===== config.mk =====
export PLATFORM = sky130hd
export DESIGN_NAME = blackjack_game_ctrl
export DESIGN_NICKNAME = d
export VERILOG_FILES = /design/src/rtl/blackjack_pkg.sv /design/src/rtl/blackjack_game_ctrl_hand_accum.sv /design/src/rtl/blackjack_game_ctrl.sv
export SDC_FILE = /design/constraint.sdc
export NUM_CORES = 1
export LEC_CHECK = 0
export CORE_MARGIN = 10
export CORE_UTILIZATION = 45
export CTS_BUF_LIST = sky130_fd_sc_hd__clkbuf_2
export DETAILED_ROUTE_END_ITERATION = 10
export HOLD_SLACK_MARGIN = 0.02
export PLACE_DENSITY = 0.74
export SYNTH_ARGS = -nofsm -noshare
export SYNTH_HDL_FRONTEND = slang
export SYNTH_HIERARCHICAL = 1
export SYNTH_SLANG_ARGS = --single-unit

===== constraint.sdc =====
create_clock -name CLOCK_50 -period 2.7 [get_ports CLOCK_50]
set_input_delay 0.54 -clock CLOCK_50 [delete_from_list [all_inputs] [get_ports CLOCK_50]]
set_output_delay 0.54 -clock CLOCK_50 [all_outputs]
set_load 0.005 [all_outputs]

===== src/rtl/blackjack_pkg.sv =====
// Shared types and constants for the blackjack game sequencer.
// Holds the FSM state codes, the result codes and the hand-scoring helpers.
package blackjack_pkg;

  typedef enum logic [3:0] {
    IDLE        = 4'd0,
    DEAL_P1     = 4'd1,
    DEAL_D1     = 4'd2,
    DEAL_P2     = 4'd3,
    DEAL_D2     = 4'd4,
    PLAYER_TURN = 4'd5,
    PLAYER_DRAW = 4'd6,
    DEALER_TURN = 4'd7,
    DEALER_DRAW = 4'd8,
    RESOLVE     = 4'd9,
    DONE        = 4'd10
  } game_state_t;

  localparam logic [1:0] RES_NONE = 2'b00;
  localparam logic [1:0] RES_WIN  = 2'b01;
  localparam logic [1:0] RES_LOSE = 2'b10;
  localparam logic [1:0] RES_PUSH = 2'b11;

  localparam int BJ_LIMIT     = 21;
  localparam int DEALER_STAND = 17;
  localparam int ACE_BONUS    = 10;

  // One ace may count as 11 when that does not push the hand past the limit.
  function automatic logic [4:0] best_total(input logic [4:0] hard,
                                            input logic       ace,
                                            input int         limit);
    if (ace && (int'(hard) + ACE_BONUS <= limit))
      best_total = 5'(int'(hard) + ACE_BONUS);
    else
      best_total = hard;
  endfunction

  function automatic logic state_draws(input game_state_t st);
    state_draws = (st == DEAL_P1) || (st == DEAL_D1) || (st == DEAL_P2) ||
                  (st == DEAL_D2) || (st == PLAYER_DRAW) || (st == DEALER_DRAW);
  endfunction

endpackage


===== src/rtl/blackjack_game_ctrl_hand_accum.sv =====
// Per-hand accumulator: running hard sum, ace flag, best total, bust flag and
// a saturating card count, all registered.
module hand_accum
  import blackjack_pkg::*;
#(
  parameter int LIMIT = BJ_LIMIT
) (
  input  logic       clk,
  input  logic       reset,
  input  logic       clear,
  input  logic       add,
  input  logic [3:0] value,
  output logic [4:0] hard,
  output logic       ace,
  output logic [4:0] best,
  output logic       bust,
  output logic [3:0] count
);

  logic [4:0] hard_next;
  logic       ace_next;

  always_comb begin
    hard_next = hard + {1'b0, value};
    ace_next  = ace | (value == 4'd1);
  end

  // Derived best/bust are registered alongside the sum so every output is a flop.
  always_ff @(posedge clk) begin
    if (reset || clear) begin
      hard  <= 5'd0;
      ace   <= 1'b0;
      best  <= 5'd0;
      bust  <= 1'b0;
      count <= 4'd0;
    end else if (add) begin
      hard <= hard_next;
      ace  <= ace_next;
      best <= best_total(hard_next, ace_next, LIMIT);
      bust <= (int'(hard_next) > LIMIT);
      if (count != 4'd15)
        count <= count + 4'd1;
    end
  end

endmodule


===== src/rtl/blackjack_game_ctrl.sv =====
// Blackjack game sequencer: deals the opening hands, runs the player and
// dealer turns over a req/valid card handshake, and resolves the outcome.
module blackjack_game_ctrl #(
  parameter int DEALER_STAND = 17,
  parameter int BJ_LIMIT     = 21
) (
  input  logic       CLOCK_50,
  input  logic       reset,
  input  logic       new_game,
  input  logic       hit,
  input  logic       stand,
  output logic       card_req,
  input  logic       card_valid,
  input  logic [3:0] card_value,
  output logic [4:0] player_total,
  output logic [4:0] dealer_total,
  output logic [3:0] player_cards,
  output logic [3:0] dealer_cards,
  output logic [3:0] game_state,
  output logic [1:0] result
);

  import blackjack_pkg::*;

  game_state_t state_q, state_d;
  logic        take;
  logic        p_add, d_add, clear_hands;
  logic [4:0]  p_hard, d_hard;
  logic        p_ace, d_ace, p_bust, d_bust;
  logic [4:0]  p_hard_new, p_best_new;
  logic [1:0]  res_d;
  logic        unused_dealer_bits;

  assign take               = card_req && card_valid;
  assign game_state         = state_q;
  assign unused_dealer_bits = ^{d_hard, d_ace};

  hand_accum #(.LIMIT(BJ_LIMIT)) u_player (
    .clk   (CLOCK_50),
    .reset (reset),
    .clear (clear_hands),
    .add   (p_add),
    .value (card_value),
    .hard  (p_hard),
    .ace   (p_ace),
    .best  (player_total),
    .bust  (p_bust),
    .count (player_cards)
  );

  hand_accum #(.LIMIT(BJ_LIMIT)) u_dealer (
    .clk   (CLOCK_50),
    .reset (reset),
    .clear (clear_hands),
    .add   (d_add),
    .value (card_value),
    .hard  (d_hard),
    .ace   (d_ace),
    .best  (dealer_total),
    .bust  (d_bust),
    .count (dealer_cards)
  );

  // The player-draw decision must see the hand including the card being taken.
  always_comb begin
    p_hard_new = p_hard + {1'b0, card_value};
    p_best_new = best_total(p_hard_new, p_ace | (card_value == 4'd1), BJ_LIMIT);
  end

  always_comb begin
    res_d = RES_PUSH;
    if (p_bust)
      res_d = RES_LOSE;
    else if (d_bust)
      res_d = RES_WIN;
    else if (player_total > dealer_total)
      res_d = RES_WIN;
    else if (player_total < dealer_total)
      res_d = RES_LOSE;
  end

  always_comb begin
    state_d     = state_q;
    p_add       = 1'b0;
    d_add       = 1'b0;
    clear_hands = 1'b0;
    case (state_q)
      IDLE, DONE: begin
        if (new_game) begin
          clear_hands = 1'b1;
          state_d     = DEAL_P1;
        end
      end
      DEAL_P1: if (take) begin p_add = 1'b1; state_d = DEAL_D1; end
      DEAL_D1: if (take) begin d_add = 1'b1; state_d = DEAL_P2; end
      DEAL_P2: if (take) begin p_add = 1'b1; state_d = DEAL_D2; end
      DEAL_D2: if (take) begin d_add = 1'b1; state_d = PLAYER_TURN; end
      // A natural 21 stands on its own; stand outranks a simultaneous hit.
      PLAYER_TURN: begin
        if (int'(player_total) == BJ_LIMIT || stand)
          state_d = DEALER_TURN;
        else if (hit)
          state_d = PLAYER_DRAW;
      end
      PLAYER_DRAW: begin
        if (take) begin
          p_add = 1'b1;
          if (int'(p_hard_new) > BJ_LIMIT)
            state_d = RESOLVE;
          else if (int'(p_best_new) == BJ_LIMIT)
            state_d = DEALER_TURN;
          else
            state_d = PLAYER_TURN;
        end
      end
      DEALER_TURN: begin
        if (int'(dealer_total) >= DEALER_STAND)
          state_d = RESOLVE;
        else
          state_d = DEALER_DRAW;
      end
      DEALER_DRAW: if (take) begin d_add = 1'b1; state_d = DEALER_TURN; end
      RESOLVE:     state_d = DONE;
      default:     state_d = IDLE;
    endcase
  end

  // card_req is registered from the next state so it lines up with the draw states.
  always_ff @(posedge CLOCK_50) begin
    if (reset) begin
      state_q  <= IDLE;
      card_req <= 1'b0;
      result   <= RES_NONE;
    end else begin
      state_q  <= state_d;
      card_req <= state_draws(state_d);
      if (state_q == RESOLVE)
        result <= res_d;
      else if (state_d != DONE)
        result <= RES_NONE;
    end
  end

endmodule


* After elaboration in Yosys (flattened, before gate mapping)
Index checks and enable logic that the tools add are counted.
** Storage, ports and cells
- Flip-flop bits (word level) :: 39
- Input port bits :: 10
- Output and inout bits :: 25
** Cells by class
- Add/sub/neg operators :: 6
- Order comparisons :: 7
- Equal/unequal tests :: 22
- Multiplexer cells :: 26
- Bitwise logic cells :: 2
- Reduce and logical (&&, ||, !) cells :: 17
** Operators by type and width (number)
- $le A32 B6 Y1 const B :: 2
- $mux W4 :: 10
- $pmux W4 S10 :: 1
- $eq A4 B3 Y1 const B :: 6
- $eq A4 B2 Y1 const B :: 4
- $eq A4 B4 Y1 const B :: 4
- $add A5 B4 Y6 const B :: 2
- $eq A4 B1 Y1 const B :: 3
- $mux W2 :: 6
- $ne A4 B4 Y1 const B :: 3
- $add A5 B4 Y5 :: 2
- $eq A5 B5 Y1 const B :: 2
- $gt A5 B5 Y1 const B :: 2
- $mux W5 :: 2
- $add A4 B1 Y4 const B :: 2
- $logic_or A1 B1 Y1 :: 7
- $mux W1 :: 7
- $reduce_or A3 Y1 :: 2
- $ge A5 B5 Y1 const B :: 1
- $gt A5 B5 Y1 :: 1
- $lt A5 B5 Y1 :: 1
- $logic_not A4 Y1 :: 1
- $reduce_and A2 Y1 :: 2
- $logic_and A1 B1 Y1 :: 3
- other kinds (3) :: 4

* Logic depth before layout (Yosys ltp)
Gate-level depths: netlist (run 1).
- Depth after elaboration :: 16
- Depth in mapped cells :: 11
- Mapped depth without buffers :: 11

* Hierarchy
Netlist (run 1), hierarchy kept.
** By module, submodules not included
- hand_accum :: times used 2, cells an instance 107, area each 932.1 um^2, sequential area each 300.3 um^2
- blackjack_game_ctrl :: times used 1, cells an instance 133, area each 979.7 um^2, sequential area each 140.1 um^2

* Least setup slack after synthesis (run 1)
Ideal clock, no wire load.
- Path kind :: input to register
- Start point :: in card_value[0]
- End point :: reg u_player.best[1]
- Library setup time :: 0.073 ns
- Arrival time :: 2.794 ns
- Slack :: -0.167 ns
- Cell stages on the path :: 10
- Path buffers :: 0
- Cells stage by stage :: ha_1 fa_1 xnor2_1 inv_2 ha_1 o21ai_0 or3b_1 a21o_1 and4_4 nor3_2
** On the way
- Word-level cells in the longest chain between the ends :: 5
- Elaborated cells on any way between the ends :: 7
** RTL lines
- start: declaration :: RTL line blackjack_game_ctrl.sv:14 : input logic [3:0] card_value,
- $add A5 B4 Y5 :: RTL line blackjack_game_ctrl_hand_accum.sv:24 : hard_next = hard + {1'b0, value};
- via u_player.hard_next[2] :: RTL line blackjack_game_ctrl_hand_accum.sv:20 : logic [4:0] hard_next;
- $add A5 B4 Y6 :: RTL line blackjack_pkg.sv:32 : if (ace && (int'(hard) + ACE_BONUS <= limit))
- $le A32 B6 Y1
- $logic_and A1 B1 Y1
- $mux W5
- end signal: assignment :: RTL line blackjack_game_ctrl_hand_accum.sv:39 : best <= best_total(hard_next, ace_next, LIMIT);
- end: declaration :: RTL line blackjack_game_ctrl_hand_accum.sv:15 : output logic [4:0] best,
The timed path passes the listed nets, and every way through them passes these cells.
A chain may end at the register's enable or synchronous reset.

* Worst setup path in the final report (run 1)
Ends and elaborated chain as after synthesis.

==> flow_summary_export.csv, run 1 <==
group,metric,value,unit
floorplan,die_area,9879,µm²
flow_run,maxCapViolCount,0,
clock_tree,cts_buffers,5,
timing,hold_viol_final,0,
timing,setup_tns,0,ns
placement,dp_hpwl,5715,µm
floorplan,initial_utilization,47.07,%
global_routing,grt_use_total,14.59,%
clock_tree,clk_pin_slew,0.20,ns
placement,port_buffers,34,
floorplan,core,6026,µm²
global_routing,grt_pass1_wl,12360,µm
clock_tree,cts_hold_buffers,0,
floorplan,die_w,99.40,µm
timing,finalSetupViolations,0,
yosys,synthCells,346,
timing,slew_headroom,63.44,%
power_and_ir_drop,seq_power_share,47.3,%
timing,finalCritPeriodShare,96.79,%
timing,rsz0062_at_grt,"false",
route,wl_met2,3440,µm
floorplan,std_cell_rows,28,
finish,area_growth,26.91,%
clock_tree,cts_tree,"yes",
clock_tree,clk_path_buf_depth,2,
route,ant_nets,0,
run_status,outcome,"complete, no violations",
route,drt-met1-wl,3216,µm
global_routing,grt_pass1_vias,2707,
worst_setup_path,endpoint,"u_player/best[1]",
worst_setup_path,critPathLaunchType,"primary input",
worst_setup_path,reg2reg_slack,0.14,ns
power_and_ir_drop,peakVddDrop,0.1643,mV
floorplan,ios,35,
power_and_ir_drop,power_density,333.5,nW/µm²
power_and_ir_drop,p_sw,347.0,µW
worst_setup_path,crit_arrival,2.95,ns
power_and_ir_drop,p_leak,1.435,nW
finish,layout-drive-gt1-share,19.27,%
global_routing,antenna_found_initial,0,
route,first_pass_iters,4,
placement,gp_congestion,0.9321,
yosys,syn_nets,384,
route,detail_route.wl_per_cell,14.85,µm
finish,antennaDiodeCount,0,
worst_setup_path,rr_endpoint,"u_player/best[1]",
timing,drv_slew,0,
clock_tree,cts_sinks,37,
worst_setup_path,critical_path_required,3.03,ns
power_and_ir_drop,p_sw_share,28.91,%
timing,tightest_slew,0.5477,ns
worst_setup_path,crit_start,"card_value[0]",
worst_setup_path,crit_path_max_incr_delay,0.42,ns
placement,place_ws,-0.5822,ns
clock_tree,cts-root-buf,"clkbuf_2",
yosys,syn-cell-area,2836,µm²
global_routing,grt.overflow.total,0,
global_routing,grt_max_degree,22,
route,drt_wl_total,7200,µm
worst_setup_path,critPathKind,"in2reg",
timing,clock_skew,0.01164,ns
worst_setup_path,r2r_start,"u_player/hard[0]",
route,drt_iter0_drc,125,
power_and_ir_drop,power_frac_clock,29.1,%
finish,nFillCells,526,
clock_tree,clkLatencyLatePin,0.39,ns
route,route.detailed.drc,0,
worst_setup_path,cp_slowest_cell,"fa_2",
timing,min_period,2.613,ns
finish,final_cells,485,
timing,fmax,382.7,MHz
finish,final_util,59.74,%
route,num_vias,2710,
placement,dpl.cell_count,477,
yosys,yosysWarnings,6,
power_and_ir_drop,p_int,853.4,µW
min_path,min_path_type,"reg2reg",
power_and_ir_drop,totalPowerFinal,1.200,mW
route,highest_layer,"met4",
worst_setup_path,crit_path_end_kind,"flip-flop",
worst_setup_path,worstPathMaxFanout,3,
finish,fin_nets,447,
yosys,syn_avg_cell_area,8.198,µm²
power_and_ir_drop,combPwrFrac,23.6,%
worst_setup_path,r2r_cells,10,
route,viasPerCell,5.588,
route,wl_met3,369,µm
floorplan,dieHeight,99.40,µm
worst_setup_path,crit_chain,"dlygate4sd2_1, ha_2, fa_2, xnor2_2, inv_2, ha_4, o21ai_2, or3b_4, a21o_1, and4_4, nor3_2",
timing,worst_slack,0.08676,ns
clock_tree,h-tree-depth,2,
stage by stage:
| step | hold WS [ns] | instance area [µm²] |
|---|---|---|
| global route | 0.5325 | 3600 |
| floorplan | 0.4499 | 2887 |
| global placement | 0.4780 | 3525 |
| detailed placement | 0.4773 | 3525 |
| CTS | 0.5061 | 3597 |
| finish | 0.5073 | 3600 |
layer usage:
layer | GRT usage (%) | up-vias
met5 | 0 | -
met4 | 7.387 | 0
met3 | 3.322 | 17
met2 | 24.25 | 71
met1 | 17.16 | 1246
li1 | - | 1376
flip-flops by register name, indices dropped and copies added, names as in the netlist, 2 cells and up:
register,flops
u_dealer/count,4
result,2
u_player/best,4
u_player/hard,5
game_state,4
u_dealer/hard,5
u_dealer/best,4
u_player/count,4
area by class of cell:
cell class | count | area [µm²] | share of cell area (%)
Inverter | 22 | 82.58 | 2.294
Sequential cell | 37 | 740.7 | 20.58
Multi-Input combinational cell | 274 | 2014 | 55.96
Clock inverter | 2 | 33.78 | 0.9385
Clock buffer | 6 | 30.03 | 0.8342
Tap cell | 75 | 93.84 | 2.607
Timing Repair Buffer | 69 | 604.3 | 16.79
worst min-delay path by stage:
stage                       endpoint        startpoint  depth (start not counted)
finish              u_dealer/hard[2]  u_dealer/hard[2]                          2
global placement           result[1]         result[1]                          2
CTS                 u_dealer/hard[2]  u_dealer/hard[2]                          2
floorplan              u_player/bust     u_player/bust                          2
global route           u_dealer/bust     u_dealer/bust                          2
detailed placement  u_dealer/hard[2]  u_dealer/hard[2]                          2
power groups by stage:
stage	Sequential (mW)	Combinational, mW	Clock (mW)
after floorplan	0.572	0.169	0
after global placement	0.579	0.271	0
after detailed placement	0.579	0.279	0
after CTS	0.568	0.283	0.362
after global routing	0.571	0.312	0.378
final	0.568	0.284	0.349
placed cells by master, fill, tap and decap left out, drive strengths merged, types with 4 or more instances in the layout:
cell and instances:
mux2i 11, a31oi 5, inv 22, a21oi 32
a21o 4, xor2 9, xnor2 8, nand2b 9
clkbuf 6, o21ai 14, buf 35, nand3 11
nor4b 4, clkdlybuf4s50 32, o221ai 4, nor2b 4
dfxtp 37, ha 25, a211oi 5, nand2 21
nor2 44, nor3 11
repair_timing:
item / in CTS / in global routing
buffers inserted: 0 / 0
endpoints found under the setup margin: 5 / 1
gates cloned: 0 / 0
resized for setup: 3 / 1
pin swaps: 5 / 1
worst max-delay path: cells and delay by family:
kind            cells  cell delay (ns)
fa+ha+maj           3             0.86
simple gates        3             0.70
buf+inv             2             0.34
compound gates      2             0.32
xor+xnor            1             0.19
Power figures use the tool's default switching activity.
==> run 2: changes to the inputs <==
==> constraint.sdc (replaced) <==
create_clock -name CLOCK_50 -period 2.7 [get_ports CLOCK_50]
set_input_delay 0.81 -clock CLOCK_50 [delete_from_list [all_inputs] [get_ports CLOCK_50]]
set_output_delay 0.81 -clock CLOCK_50 [all_outputs]
set_load 0.005 [all_outputs]
==> run 2 against run 1 <==
Cell count up 1.6%. Clock power down 23%. Fmax down 2.2%. First-iteration DRC count up 40%. Critical endpoint is now u_dealer/best[1].
==> flow_summary_export.csv, run 2 (synthesized netlist as in run 1, its figures left out) <==
group,metric,value,unit
timing,clock_skew,0.03299,ns
finish,fin_nets,455,
timing,slew_headroom,64.62,%
global_routing,grt_use_total,14.88,%
worst_setup_path,critPathKind,"in2reg",
min_path,hp-start,"u_dealer/bust",
worst_setup_path,cpMostUsedCell,"ha_4",
global_routing,grt.overflow.total,0,
route,viasPerCell,5.552,
clock_tree,cts_buffers,5,
clock_tree,clkLatencyLatePin,0.43,ns
clock_tree,postCtsSetupBuffers,0,
power_and_ir_drop,power_density,306.2,nW/µm²
worst_setup_path,r2r_start,"u_dealer/hard[0]",
timing,setup_tns,0,ns
finish,antennaDiodeCount,0,
floorplan,ios,35,
route,first_pass_iters,4,
timing,hold_viol_final,0,
timing,finalSetupViolations,0,
finish,layout-drive-gt1-share,22.01,%
worst_setup_path,worstPathMaxFanout,3,
worst_setup_path,critical_path_required,3.07,ns
timing,drv_slew,0,
clock_tree,clk_path_buf_depth,2,
power_and_ir_drop,totalPowerFinal,1.128,mW
clock_tree,cts_sinks,37,
global_routing,grt_pass1_wl,12490,µm
route,drt_iter0_drc,175,
global_routing,grt_pass1_vias,2683,
timing,fin_hold_ws,0.5049,ns
placement,port_buffers,34,
finish,final_cell_mix,"nor2_1, buf_4, dfxtp_1",
clock_tree,cts_hold_buffers,0,
global_routing,antenna_found_initial,0,
finish,stdcell_area,3684,µm²
floorplan,std_cell_rows,28,
power_and_ir_drop,p_leak,1.458,nW
floorplan,initial_utilization,47.07,%
worst_setup_path,critPathLaunchType,"primary input",
finish,largestRegisters,"u_dealer/hard x5, u_player/hard x5",
finish,final_util,61.13,%
clock_tree,h-tree-depth,2,
route,drt_wl_total,7237,µm
timing,min_period,2.673,ns
clock_tree,cts-root-buf,"clkbuf_2",
placement,dp_hpwl,5687,µm
worst_setup_path,crit_path_end_kind,"flip-flop",
finish,nFillCells,531,
finish,final_common_cell,"nor2_1",
route,detail_route.wl_per_cell,14.68,µm
route,route.detailed.drc,0,
timing,tightest_slew,0.5300,ns
flow_run,maxCapViolCount,0,
power_and_ir_drop,peakVddDrop,0.1516,mV
floorplan,dieHeight,99.40,µm
floorplan,die_area,9879,µm²
placement,dpl-instance-area,3625,µm²
route,ant_nets,0,
worst_setup_path,crit_start,"card_value[0]",
global_routing,grt_max_degree,22,
min_path,min_path_type,"reg2reg",
route,num_vias,2737,
floorplan,core,6026,µm²
timing,finalCritPeriodShare,99.00,%
worst_setup_path,crit_arrival,3.04,ns
timing,fmax,374.1,MHz
clock_tree,clk_pin_slew,0.20,ns
clock_tree,cts_tree,"yes",
placement,gp_congestion,0.9274,
worst_setup_path,crit_chain,"buf_2, ha_4, fa_2, xnor2_2, inv_2, ha_4, o21ai_2, or3b_4, a21o_1, and4_4, nor3_2",
finish,area_growth,29.86,%
worst_setup_path,crit_path_max_incr_delay,0.40,ns
worst_setup_path,cp_slowest_cell,"or3b_4",
floorplan,die_w,99.40,µm
run_status,outcome,"complete, no violations",
==> run 2: path summary, 6_finish.rpt <==
| path | slack, ns | end | cells past startpoint |
|---|---|---|---|
| worst min-delay path | 0.50 | u_dealer/bust | 2 |
| worst max-delay path | 0.03 | u_dealer/best[1] | 11 |
| worst min register to register | 0.50 | u_dealer/bust | 2 |
| worst max register to register | 0.19 | u_dealer/best[1] | 10 |
==> run 2: power by group <==
| part | switching [mW] | leakage [nW] | internal (mW) | total (mW) |
|---|---|---|---|---|
| sequential | 0.0137 | 0.299 | 0.554 | 0.568 |
| combinational | 0.147 | 1.13 | 0.146 | 0.293 |
| clock | 0.202 | 0.0327 | 0.0650 | 0.267 |
| total | 0.363 | 1.46 | 0.765 | 1.13 |
==> run 2: critical path, delay by kind of cell <==
family                     cells  cell delay, ns
and+or+nand+nor                3            0.66
xor gates and xnor gates       1            0.20
buffers and inverters          2            0.23
adders and majority gates      3            0.80
AOI/OAI and AO/OA              2            0.34
==> run 2: cell type report <==
class / count / area (µm²) / share of cell area (%)
clock buffer: 6 / 30.03 / 0.8152
clock inverter: 2 / 10.01 / 0.2717
inverter: 22 / 82.58 / 2.242
multi-input combinational: 274 / 2058 / 55.88
sequential: 37 / 740.7 / 20.11
tap: 75 / 93.84 / 2.548
timing repair buffer: 77 / 668.1 / 18.14
==> run 2: layer usage <==
metal  vias up  wire length (µm)  track usage [%]
met5         -                 0                0
met4         0               123            7.056
met3        10               307            2.907
met2        58              3572            24.05
met1      1280              3235            18.51
li1       1389                 -                -
==> run 2: stage by stage <==
step	instances	setup slack, ns
3_5_place_dp	485	-0.8459
5_1_grt	493	-0.01789
6_report	493	0.02691
3_3_place_gp	485	-0.7740
2_1_floorplan	346	-0.1775
4_1_cts	493	0.07212
==> run 2: repair_timing <==
item	in CTS	in global routing
gates resized for setup	8	2
pin swaps	0	3
endpoints found under the setup margin	11	1
